$ cat config.mk
export PLATFORM = sky130hd
export DESIGN_NAME = int_vector_ctrl
export DESIGN_NICKNAME = d
export VERILOG_FILES = /design/src/rtl/int_vector_pkg.sv /design/src/rtl/int_src_detect.sv /design/src/rtl/int_vector_ctrl.sv
export SDC_FILE = /design/constraint.sdc
export NUM_CORES = 1
export LEC_CHECK = 0
export ABC_AREA = 1
export BUFFER_PORTS_ARGS = -buffer_cell sky130_fd_sc_hd__buf_2
export CAP_MARGIN = 40
export CORE_MARGIN = 2
export CORE_UTILIZATION = 52
export CTS_BUF_LIST = sky130_fd_sc_hd__clkbuf_16
export CTS_CLUSTER_SIZE = 25
export DETAILED_ROUTE_END_ITERATION = 10
export PLACE_DENSITY = 0.83
export SLEW_MARGIN = 15
export SYNTH_ARGS = -nofsm -noshare
export SYNTH_HDL_FRONTEND = slang
export SYNTH_SLANG_ARGS = --single-unit
$ cat constraint.sdc
create_clock -name PHI0 -period 2.2 [get_ports PHI0]
set_clock_uncertainty 0.2 [all_clocks]
set_input_delay 0.22 -clock PHI0 [delete_from_list [all_inputs] [get_ports PHI0]]
set_output_delay 0.22 -clock PHI0 [all_outputs]
set_load 0.01 [all_outputs]
$ cat src/rtl/int_vector_pkg.sv
// Shared types and helpers for the parametrised interrupt vector controller.
package int_vector_pkg;

  // Sequencer handshake states: idle, request raised, low vector byte, high vector byte.
  typedef enum logic [1:0] {
    IDLE = 2'd0,
    REQ  = 2'd1,
    VLO  = 2'd2,
    VHI  = 2'd3
  } state_t;

  // SRC_ID must encode every pad plus the BRK and reset pseudo-sources.
  function automatic int src_id_width(input int num_src);
    return $clog2(num_src + 2);
  endfunction

  // BRK sits just above the last pad index.
  function automatic int brk_id(input int num_src);
    return num_src;
  endfunction

  // Reset sits just above BRK.
  function automatic int res_id(input int num_src);
    return num_src + 1;
  endfunction

endpackage

$ cat src/rtl/int_src_detect.sv
// One interrupt pad: synchroniser, edge/level select, and a pending latch.
// A new edge that coincides with the acknowledge clear wins, so no edge is lost.
module int_src_detect #(
  parameter int SYNC_STAGES = 2,
  parameter bit IS_EDGE     = 1'b0
) (
  input  logic i_clk,
  input  logic i_rst,
  input  logic i_pad_n,
  input  logic i_clr,
  output logic o_pending
);

  logic [SYNC_STAGES-1:0] r_sync;
  logic                   r_prev;
  logic                   r_latch;
  logic                   w_level;
  logic                   w_rise;

  // Synced active-high level and its rising edge (falling edge on the pad).
  assign w_level = ~r_sync[SYNC_STAGES-1];
  assign w_rise  = w_level & ~r_prev;

  // Pad synchroniser chain; idles high so reset never looks like a request.
  always_ff @(posedge i_clk) begin
    if (i_rst) begin
      r_sync <= '1;
    end else begin
      r_sync <= {r_sync[SYNC_STAGES-2:0], i_pad_n};
    end
  end

  // Previous synced level for edge detection.
  always_ff @(posedge i_clk) begin
    if (i_rst) begin
      r_prev <= 1'b0;
    end else begin
      r_prev <= w_level;
    end
  end

  // Edge latch: set has priority over the acknowledge clear.
  always_ff @(posedge i_clk) begin
    if (i_rst) begin
      r_latch <= 1'b0;
    end else if (w_rise) begin
      r_latch <= 1'b1;
    end else if (i_clr) begin
      r_latch <= 1'b0;
    end
  end

  assign o_pending = IS_EDGE ? r_latch : w_level;

endmodule

$ cat src/rtl/int_vector_ctrl.sv
// Interrupt vector controller: polls pads/BRK/reset at instruction boundaries,
// arbitrates by fixed priority, and drives the two-byte vector fetch.
//
// Handshakes: INT_REQ is held until the core pulses INT_ACK while in REQ; the
// acknowledged cycle is the last cycle INT_REQ is seen high. VEC_VALID/READY is
// a valid/ready pair: VEC_ADDR is stable while VEC_VALID=1 and READY=0, and a
// byte is consumed on each edge where both are 1 (low byte, then high byte).
module int_vector_ctrl
  import int_vector_pkg::*;
#(
  parameter int              NUM_SRC     = 4,
  parameter logic [NUM_SRC-1:0] EDGE_MASK = 4'b0001,
  parameter logic [NUM_SRC-1:0] NMI_MASK  = 4'b0001,
  parameter int              SYNC_STAGES = 2,
  parameter logic [15:0]     VEC_BASE    = 16'hFFF0,
  parameter logic [15:0]     RES_VEC     = 16'hFFFC,
  parameter logic [15:0]     BRK_VEC     = 16'hFFFE
) (
  input  logic                                PHI0,
  input  logic                                RES,
  input  logic [NUM_SRC-1:0]                  IRQ_N,
  input  logic                                I_FLAG,
  input  logic                                CHECK,
  input  logic                                BRK_SW,
  input  logic                                READY,
  input  logic                                INT_ACK,
  output logic                                INT_REQ,
  output logic                                VEC_VALID,
  output logic [15:0]                         VEC_ADDR,
  output logic [src_id_width(NUM_SRC)-1:0]    SRC_ID,
  output logic                                B_OUT,
  output logic                                DORES,
  output logic [NUM_SRC-1:0]                  PENDING,
  output logic [1:0]                          DBG_STATE
);

  localparam int              ID_W   = src_id_width(NUM_SRC);
  localparam logic [ID_W-1:0] BRK_ID = ID_W'(brk_id(NUM_SRC));
  localparam logic [ID_W-1:0] RES_ID = ID_W'(res_id(NUM_SRC));

  state_t             r_state;
  logic               r_int_req;
  logic               r_vec_valid;
  logic [15:0]        r_vec_addr;
  logic [ID_W-1:0]    r_src_id;
  logic               r_b_out;
  logic               r_dores;

  logic [NUM_SRC-1:0] w_pending;
  logic [NUM_SRC-1:0] w_clr;
  logic [NUM_SRC-1:0] w_elig;
  logic               w_nmi_hit;
  logic [ID_W-1:0]    w_nmi_id;
  logic               w_msk_hit;
  logic [ID_W-1:0]    w_msk_id;
  logic               w_win_any;
  logic [ID_W-1:0]    w_win_id;
  logic               w_win_brk;
  logic [15:0]        w_vec;
  logic               w_ack;

  // Acknowledge only counts while a request is actually outstanding.
  assign w_ack = (r_state == REQ) && INT_ACK;

  // Per-pad detection; an edge latch clears when its own request is acknowledged.
  for (genvar k = 0; k < NUM_SRC; k++) begin : g_src
    assign w_clr[k] = w_ack && (r_src_id == ID_W'(k));

    int_src_detect #(
      .SYNC_STAGES (SYNC_STAGES),
      .IS_EDGE     (EDGE_MASK[k])
    ) u_src (
      .i_clk     (PHI0),
      .i_rst     (RES),
      .i_pad_n   (IRQ_N[k]),
      .i_clr     (w_clr[k]),
      .o_pending (w_pending[k])
    );
  end

  // Non-maskable sources ignore the I flag.
  assign w_elig = w_pending & (NMI_MASK | {NUM_SRC{~I_FLAG}});

  // Fixed-priority arbitration: NMI (lowest index) > BRK > maskable (lowest index).
  always_comb begin
    w_nmi_hit = 1'b0;
    w_nmi_id  = '0;
    w_msk_hit = 1'b0;
    w_msk_id  = '0;
    for (int k = 0; k < NUM_SRC; k++) begin
      if (!w_nmi_hit && w_elig[k] && NMI_MASK[k]) begin
        w_nmi_hit = 1'b1;
        w_nmi_id  = ID_W'(k);
      end
      if (!w_msk_hit && w_elig[k] && !NMI_MASK[k]) begin
        w_msk_hit = 1'b1;
        w_msk_id  = ID_W'(k);
      end
    end
    w_win_any = 1'b1;
    w_win_brk = 1'b0;
    w_win_id  = '0;
    if (w_nmi_hit) begin
      w_win_id = w_nmi_id;
    end else if (BRK_SW) begin
      w_win_id  = BRK_ID;
      w_win_brk = 1'b1;
    end else if (w_msk_hit) begin
      w_win_id = w_msk_id;
    end else begin
      w_win_any = 1'b0;
    end
  end

  // Low vector byte address for the frozen winner (pads wrap within 16 bits).
  always_comb begin
    w_vec = VEC_BASE + {{(15-ID_W){1'b0}}, r_src_id, 1'b0};
    if (r_src_id == RES_ID) begin
      w_vec = RES_VEC;
    end else if (r_src_id == BRK_ID) begin
      w_vec = BRK_VEC;
    end
  end

  // Sequencer FSM with registered outputs; reset aborts any sequence in flight.
  always_ff @(posedge PHI0) begin
    if (RES) begin
      r_state     <= IDLE;
      r_int_req   <= 1'b0;
      r_vec_valid <= 1'b0;
      r_vec_addr  <= 16'h0000;
      r_src_id    <= '0;
      r_b_out     <= 1'b0;
      r_dores     <= 1'b1;
    end else begin
      case (r_state)
        IDLE: begin
          if (r_dores) begin
            r_state   <= REQ;
            r_src_id  <= RES_ID;
            r_b_out   <= 1'b0;
            r_int_req <= 1'b1;
          end else if (CHECK && w_win_any) begin
            r_state   <= REQ;
            r_src_id  <= w_win_id;
            r_b_out   <= w_win_brk;
            r_int_req <= 1'b1;
          end
        end
        REQ: begin
          if (INT_ACK) begin
            r_state     <= VLO;
            r_int_req   <= 1'b0;
            r_vec_valid <= 1'b1;
            r_vec_addr  <= w_vec;
          end
        end
        VLO: begin
          if (READY) begin
            r_state    <= VHI;
            r_vec_addr <= w_vec + 16'd1;
          end
        end
        VHI: begin
          if (READY) begin
            r_state     <= IDLE;
            r_vec_valid <= 1'b0;
            if (r_src_id == RES_ID) begin
              r_dores <= 1'b0;
            end
          end
        end
        default: r_state <= IDLE;
      endcase
    end
  end

  assign INT_REQ   = r_int_req;
  assign VEC_VALID = r_vec_valid;
  assign VEC_ADDR  = r_vec_addr;
  assign SRC_ID    = r_src_id;
  assign B_OUT     = r_b_out;
  assign DORES     = r_dores;
  assign PENDING   = w_pending;
  assign DBG_STATE = r_state;

endmodule

==> impl_table.tex <==
\begin{tabular}{lr}
\hline
Metric & Value \\
\hline
\multicolumn{2}{l}{\textbf{Synth}} \\
Number of library cell types mapped by synthesis & 23 \\
Post-synthesis instance area & 1180 um\^{}2 \\
Most common library cells after synthesis & sky130\_fd\_sc\_hd\_\_dfxtp\_1, sky130\_fd\_sc\_hd\_\_inv\_1, sky130\_fd\_sc\_hd\_\_buf\_4, sky130\_fd\_sc\_hd\_\_nor2\_1, sky130\_fd\_sc\_hd\_\_nand2\_1 \\
Synth Net Count & about 160 \\
Post-Synth XOR/XNOR Area & 0\% \\
Most instantiated library cell after synthesis & sky130\_fd\_sc\_hd\_\_dfxtp\_1 \\
Post-synthesis share of cell area spent on full adders, half adders and majority gates & under 10\% \\
Compound-gate portion of the synthesized area & between 10\% and 20\% \\
Sequential area share after synthesis & between 40\% and 50\% \\
Post-synthesis async set-or-reset flop share & 0\% \\
Portion of netlist area occupied by mux cells & 0\% \\
Combinational family with the most area after synthesis & simple AND/OR/NAND/NOR gates \\
Cell types occupying the most area after synthesis & sky130\_fd\_sc\_hd\_\_dfxtp\_1, sky130\_fd\_sc\_hd\_\_buf\_4, sky130\_fd\_sc\_hd\_\_inv\_1 \\
Proportion of netlist area held by the largest area contributor & around two fifths \\
Synthesized netlist cell count & 140 \\
Post-Syn Area per Cell & 8.45 um\^{}2 \\
Number of enable flip-flop cells after synthesis & 0 \\
Synth Warn \# & 0 \\
Top cell type by total area after synthesis & sky130\_fd\_sc\_hd\_\_dfxtp\_1 \\
Post-synth top flop & sky130\_fd\_sc\_hd\_\_dfxtp\_1 \\
Synthesis-stage register bit count & 24 \\
Simple logic cell fraction of the synthesized area & 27.2\% \\
\multicolumn{2}{l}{\textbf{Clock network}} \\
Clock slew seen by the registers of the worst setup and hold paths & $\sim$60 ps \\
Setup repair bufs after CTS & 0 \\
Clock H-tree levels & 1 \\
Clock net sink count & 24 \\
Longest Clk Path Bufs & 2 \\
Number of buffers added to fix hold violations after cts & 5 \\
CTS tree & yes \\
Latest clock arrival within the worst-skew pair & around 250 ps \\
Clock root cell & sky130\_fd\_sc\_hd\_\_clkbuf\_16 \\
Number of buffers inserted during clock tree synthesis & 3 \\
Post-cts resize count & 0 \\
\multicolumn{2}{l}{\textbf{Cells and area}} \\
Nets & around 190 \\
Fill cell count & 175 \\
ANT cells & 0 \\
Fin area & $\sim$1500 um\^{}2 \\
Fraction of layout instances using a drive strength above 1 & between 40\% and 50\% \\
Post-Layout Cell Count & 200 \\
Layout overhead on the synthesized area & 22.6\% \\
\multicolumn{2}{l}{\textbf{Critical path}} \\
Req. time, crit path & 2190 ps \\
Critical path start-end classification & register to register \\
Crit path max-delay family & flip-flops \\
Peak fanout along the critical path & 5 \\
Bufs and invs on worst path & 1 \\
Standard cell with the maximum stage delay on the critical path & sky130\_fd\_sc\_hd\_\_dfxtp\_1 \\
Critical path data arrival time & 1620 ps \\
Startpoint types & register \\
Endpoint class of the critical path & register \\
CP dominant cell by count & sky130\_fd\_sc\_hd\_\_a21oi\_2 \\
Ordered cell list for the critical path & inv\_1, ha\_1, nand2\_1, nand2\_2, a21oi\_2, nand3\_1, a21oi\_2 \\
Largest incremental delay on the critical path & approximately 400 ps \\
\multicolumn{2}{l}{\textbf{Hold path}} \\
Tightest Hold Check Type & input pin to register \\
\multicolumn{2}{l}{\textbf{Place}} \\
Port buffer count & 39 \\
Placed instance count & $\sim$190 \\
Weighted congestion at the end of routability-driven global placement & approximately 0.88 \\
Dpl hpwl & 1.60 mm \\
Instance area at placement & between 1000 and 1500 um\^{}2 \\
\multicolumn{2}{l}{\textbf{Timing}} \\
Worst slack on hold paths & between 90 and 100 ps \\
Slew at the pin closest to its max-slew limit & around 290 ps \\
Relative slew slack & 80.7\% \\
Setup repair after global routing missed its margin & no \\
Count of final setup violators & 0 \\
Setup TNS & 0 ps \\
Final critical path time including I/O delays and setup & roughly 1600 ps \\
Maximum clock frequency & about 600 MHz \\
Count of final hold-check violations & 0 \\
Final max-slew violation count & 0 \\
Portion of the clock cycle consumed by the worst path in the final layout & $\sim$74\% \\
\multicolumn{2}{l}{\textbf{Route}} \\
DR iter-0 viols & 16 \\
Wire length per cell & between 10 and 15 um \\
Routed Wire Length & approximately 2.2 mm \\
Via total after detailed routing & around 990 \\
Via density & between 4 and 5 \\
Number of detailed-route iterations in the first pass & 4 \\
Post-route DRC & 0 \\
Remaining antenna violation count & 0 \\
\multicolumn{2}{l}{\textbf{Run}} \\
Reported max-cap violation count & 0 \\
\multicolumn{2}{l}{\textbf{Die}} \\
Ports & 40 \\
Die H & approximately 52 um \\
Core Area & between 2000 and 2500 um\^{}2 \\
Die area & approximately 2700 um\^{}2 \\
Starting Density & 54.0\% \\
Number of placement rows & 17 \\
Chip width & between 50 and 60 um \\
\multicolumn{2}{l}{\textbf{Power and ir drop}} \\
Overall power of the completed layout & between 1.5 and 2 mW \\
Maximum vdd drop & between 0.7 and 0.8 mV \\
Leakage component of the power & between 0.7 and 0.8 nW \\
Cell Pwr Density & about 1200 nW/um\^{}2 \\
\multicolumn{2}{l}{\textbf{Global routing}} \\
Via count of the first global-routing pass & 903 \\
Residual overflow from global routing & 0 \\
Maximum number of pins on one net before global-route repair & 17 \\
Global-route usage over all layers & between 10\% and 20\% \\
Initial antenna violation count & 0 \\
First-pass GRT wire length & roughly 3.8 mm \\
\multicolumn{2}{l}{\textbf{Outcome}} \\
Outcome & finished, final reports clean \\
\hline
\end{tabular}
[cells by family after synthesis]
group	Yosys count
compound gates	21
flops	24
buf+inv	34
fa+ha+maj	5
simple gates	56
[sequential cells by signal, indices dropped and copies added (netlist names)]
name,count
g_src.u_src.r_sync,8
VEC_ADDR,5
SRC_ID,3
DBG_STATE,2
B_OUT,1
DORES,1
INT_REQ,1
VEC_VALID,1
g_src.u_src.o_pending,1
g_src.u_src.r_prev,1
[worst min-delay path, stage by stage]
cell and delay (ps):
sky130_fd_sc_hd__buf_2 130, sky130_fd_sc_hd__nand4_1 110, sky130_fd_sc_hd__a21oi_2 50
[stage by stage]
step / util (%) / worst slack [ps]
2_1_floorplan: - / 658
3_3_place_gp: 59.1 / 651
6_report: 66.2 / 570
4_1_cts: 66.2 / 545
5_1_grt: 66.2 / 405
3_5_place_dp: 59.1 / 563
[report_power, final]
group          leakage, nW  switching (mW)  internal (mW)
Sequential           0.198          0.0731          0.524
Combinational        0.510           0.395          0.262
Clock               0.0511           0.149          0.361
Total                0.760           0.617           1.15
[cells in the final DEF, fill, tap and decap left out, types with 2 or more instances in the layout]
cell	Yosys	routed
sky130_fd_sc_hd__a21oi_1	7	7
sky130_fd_sc_hd__a21oi_2	4	4
sky130_fd_sc_hd__buf_2	1	39
sky130_fd_sc_hd__clkbuf_16	0	3
sky130_fd_sc_hd__dfxtp_1	24	24
sky130_fd_sc_hd__dlygate4sd3_1	0	5
sky130_fd_sc_hd__ha_1	5	5
sky130_fd_sc_hd__inv_1	17	17
sky130_fd_sc_hd__nand2_1	10	10
sky130_fd_sc_hd__nand2_2	4	4
sky130_fd_sc_hd__nand2_4	5	5
sky130_fd_sc_hd__nand3_1	6	6
sky130_fd_sc_hd__nand4_1	2	2
sky130_fd_sc_hd__nor2_1	15	15
sky130_fd_sc_hd__nor2_4	3	3
sky130_fd_sc_hd__nor3_1	2	2
sky130_fd_sc_hd__o21ai_0	3	3
sky130_fd_sc_hd__o21ai_1	4	4
sky130_fd_sc_hd__or2_2	8	8
[path summary, 6_finish.rpt]
path | from | end | slack (ps) | cells past startpoint
worst max-delay path | DBG_STATE[0]$_SDFFE_PP0P_ | DBG_STATE[1]$_SDFFE_PP0P_ | 570 | 7
worst min-delay path | CHECK | B_OUT$_SDFFE_PP0P_ | 100 | 3
worst max register to register | DBG_STATE[0]$_SDFFE_PP0P_ | DBG_STATE[1]$_SDFFE_PP0P_ | 570 | 7
worst min register to register | g_src[0].u_src.r_sync[1]$_SDFF_PP1_ | g_src[0].u_src.r_prev$_SDFF_PP0_ | 210 | 1
[layout make-up]
type / instances / area [um^2] / area share [%]
Clock inverter: 1 / 30.0 / 2.07
Timing Repair Buffer: 44 / 245 / 16.9
Multi-Input combinational cell: 82 / 517 / 35.6
Sequential cell: 24 / 480 / 33.1
Inverter: 18 / 67.6 / 4.66
Tap cell: 28 / 35.0 / 2.42
Clock buffer: 3 / 75.1 / 5.18
[layer usage]
metal | vias to the layer above | global-route usage, % | part of all wire, %
met2 | 34 | 33.1 | 53
met4 | 0 | 7.46 | 1.1
met3 | 4 | 4.60 | 5.5
li1 | 495 | - | -
met5 | - | 0 | 0
met1 | 456 | 22.1 | 40
Note: power is estimated with default switching activity, not from simulation.
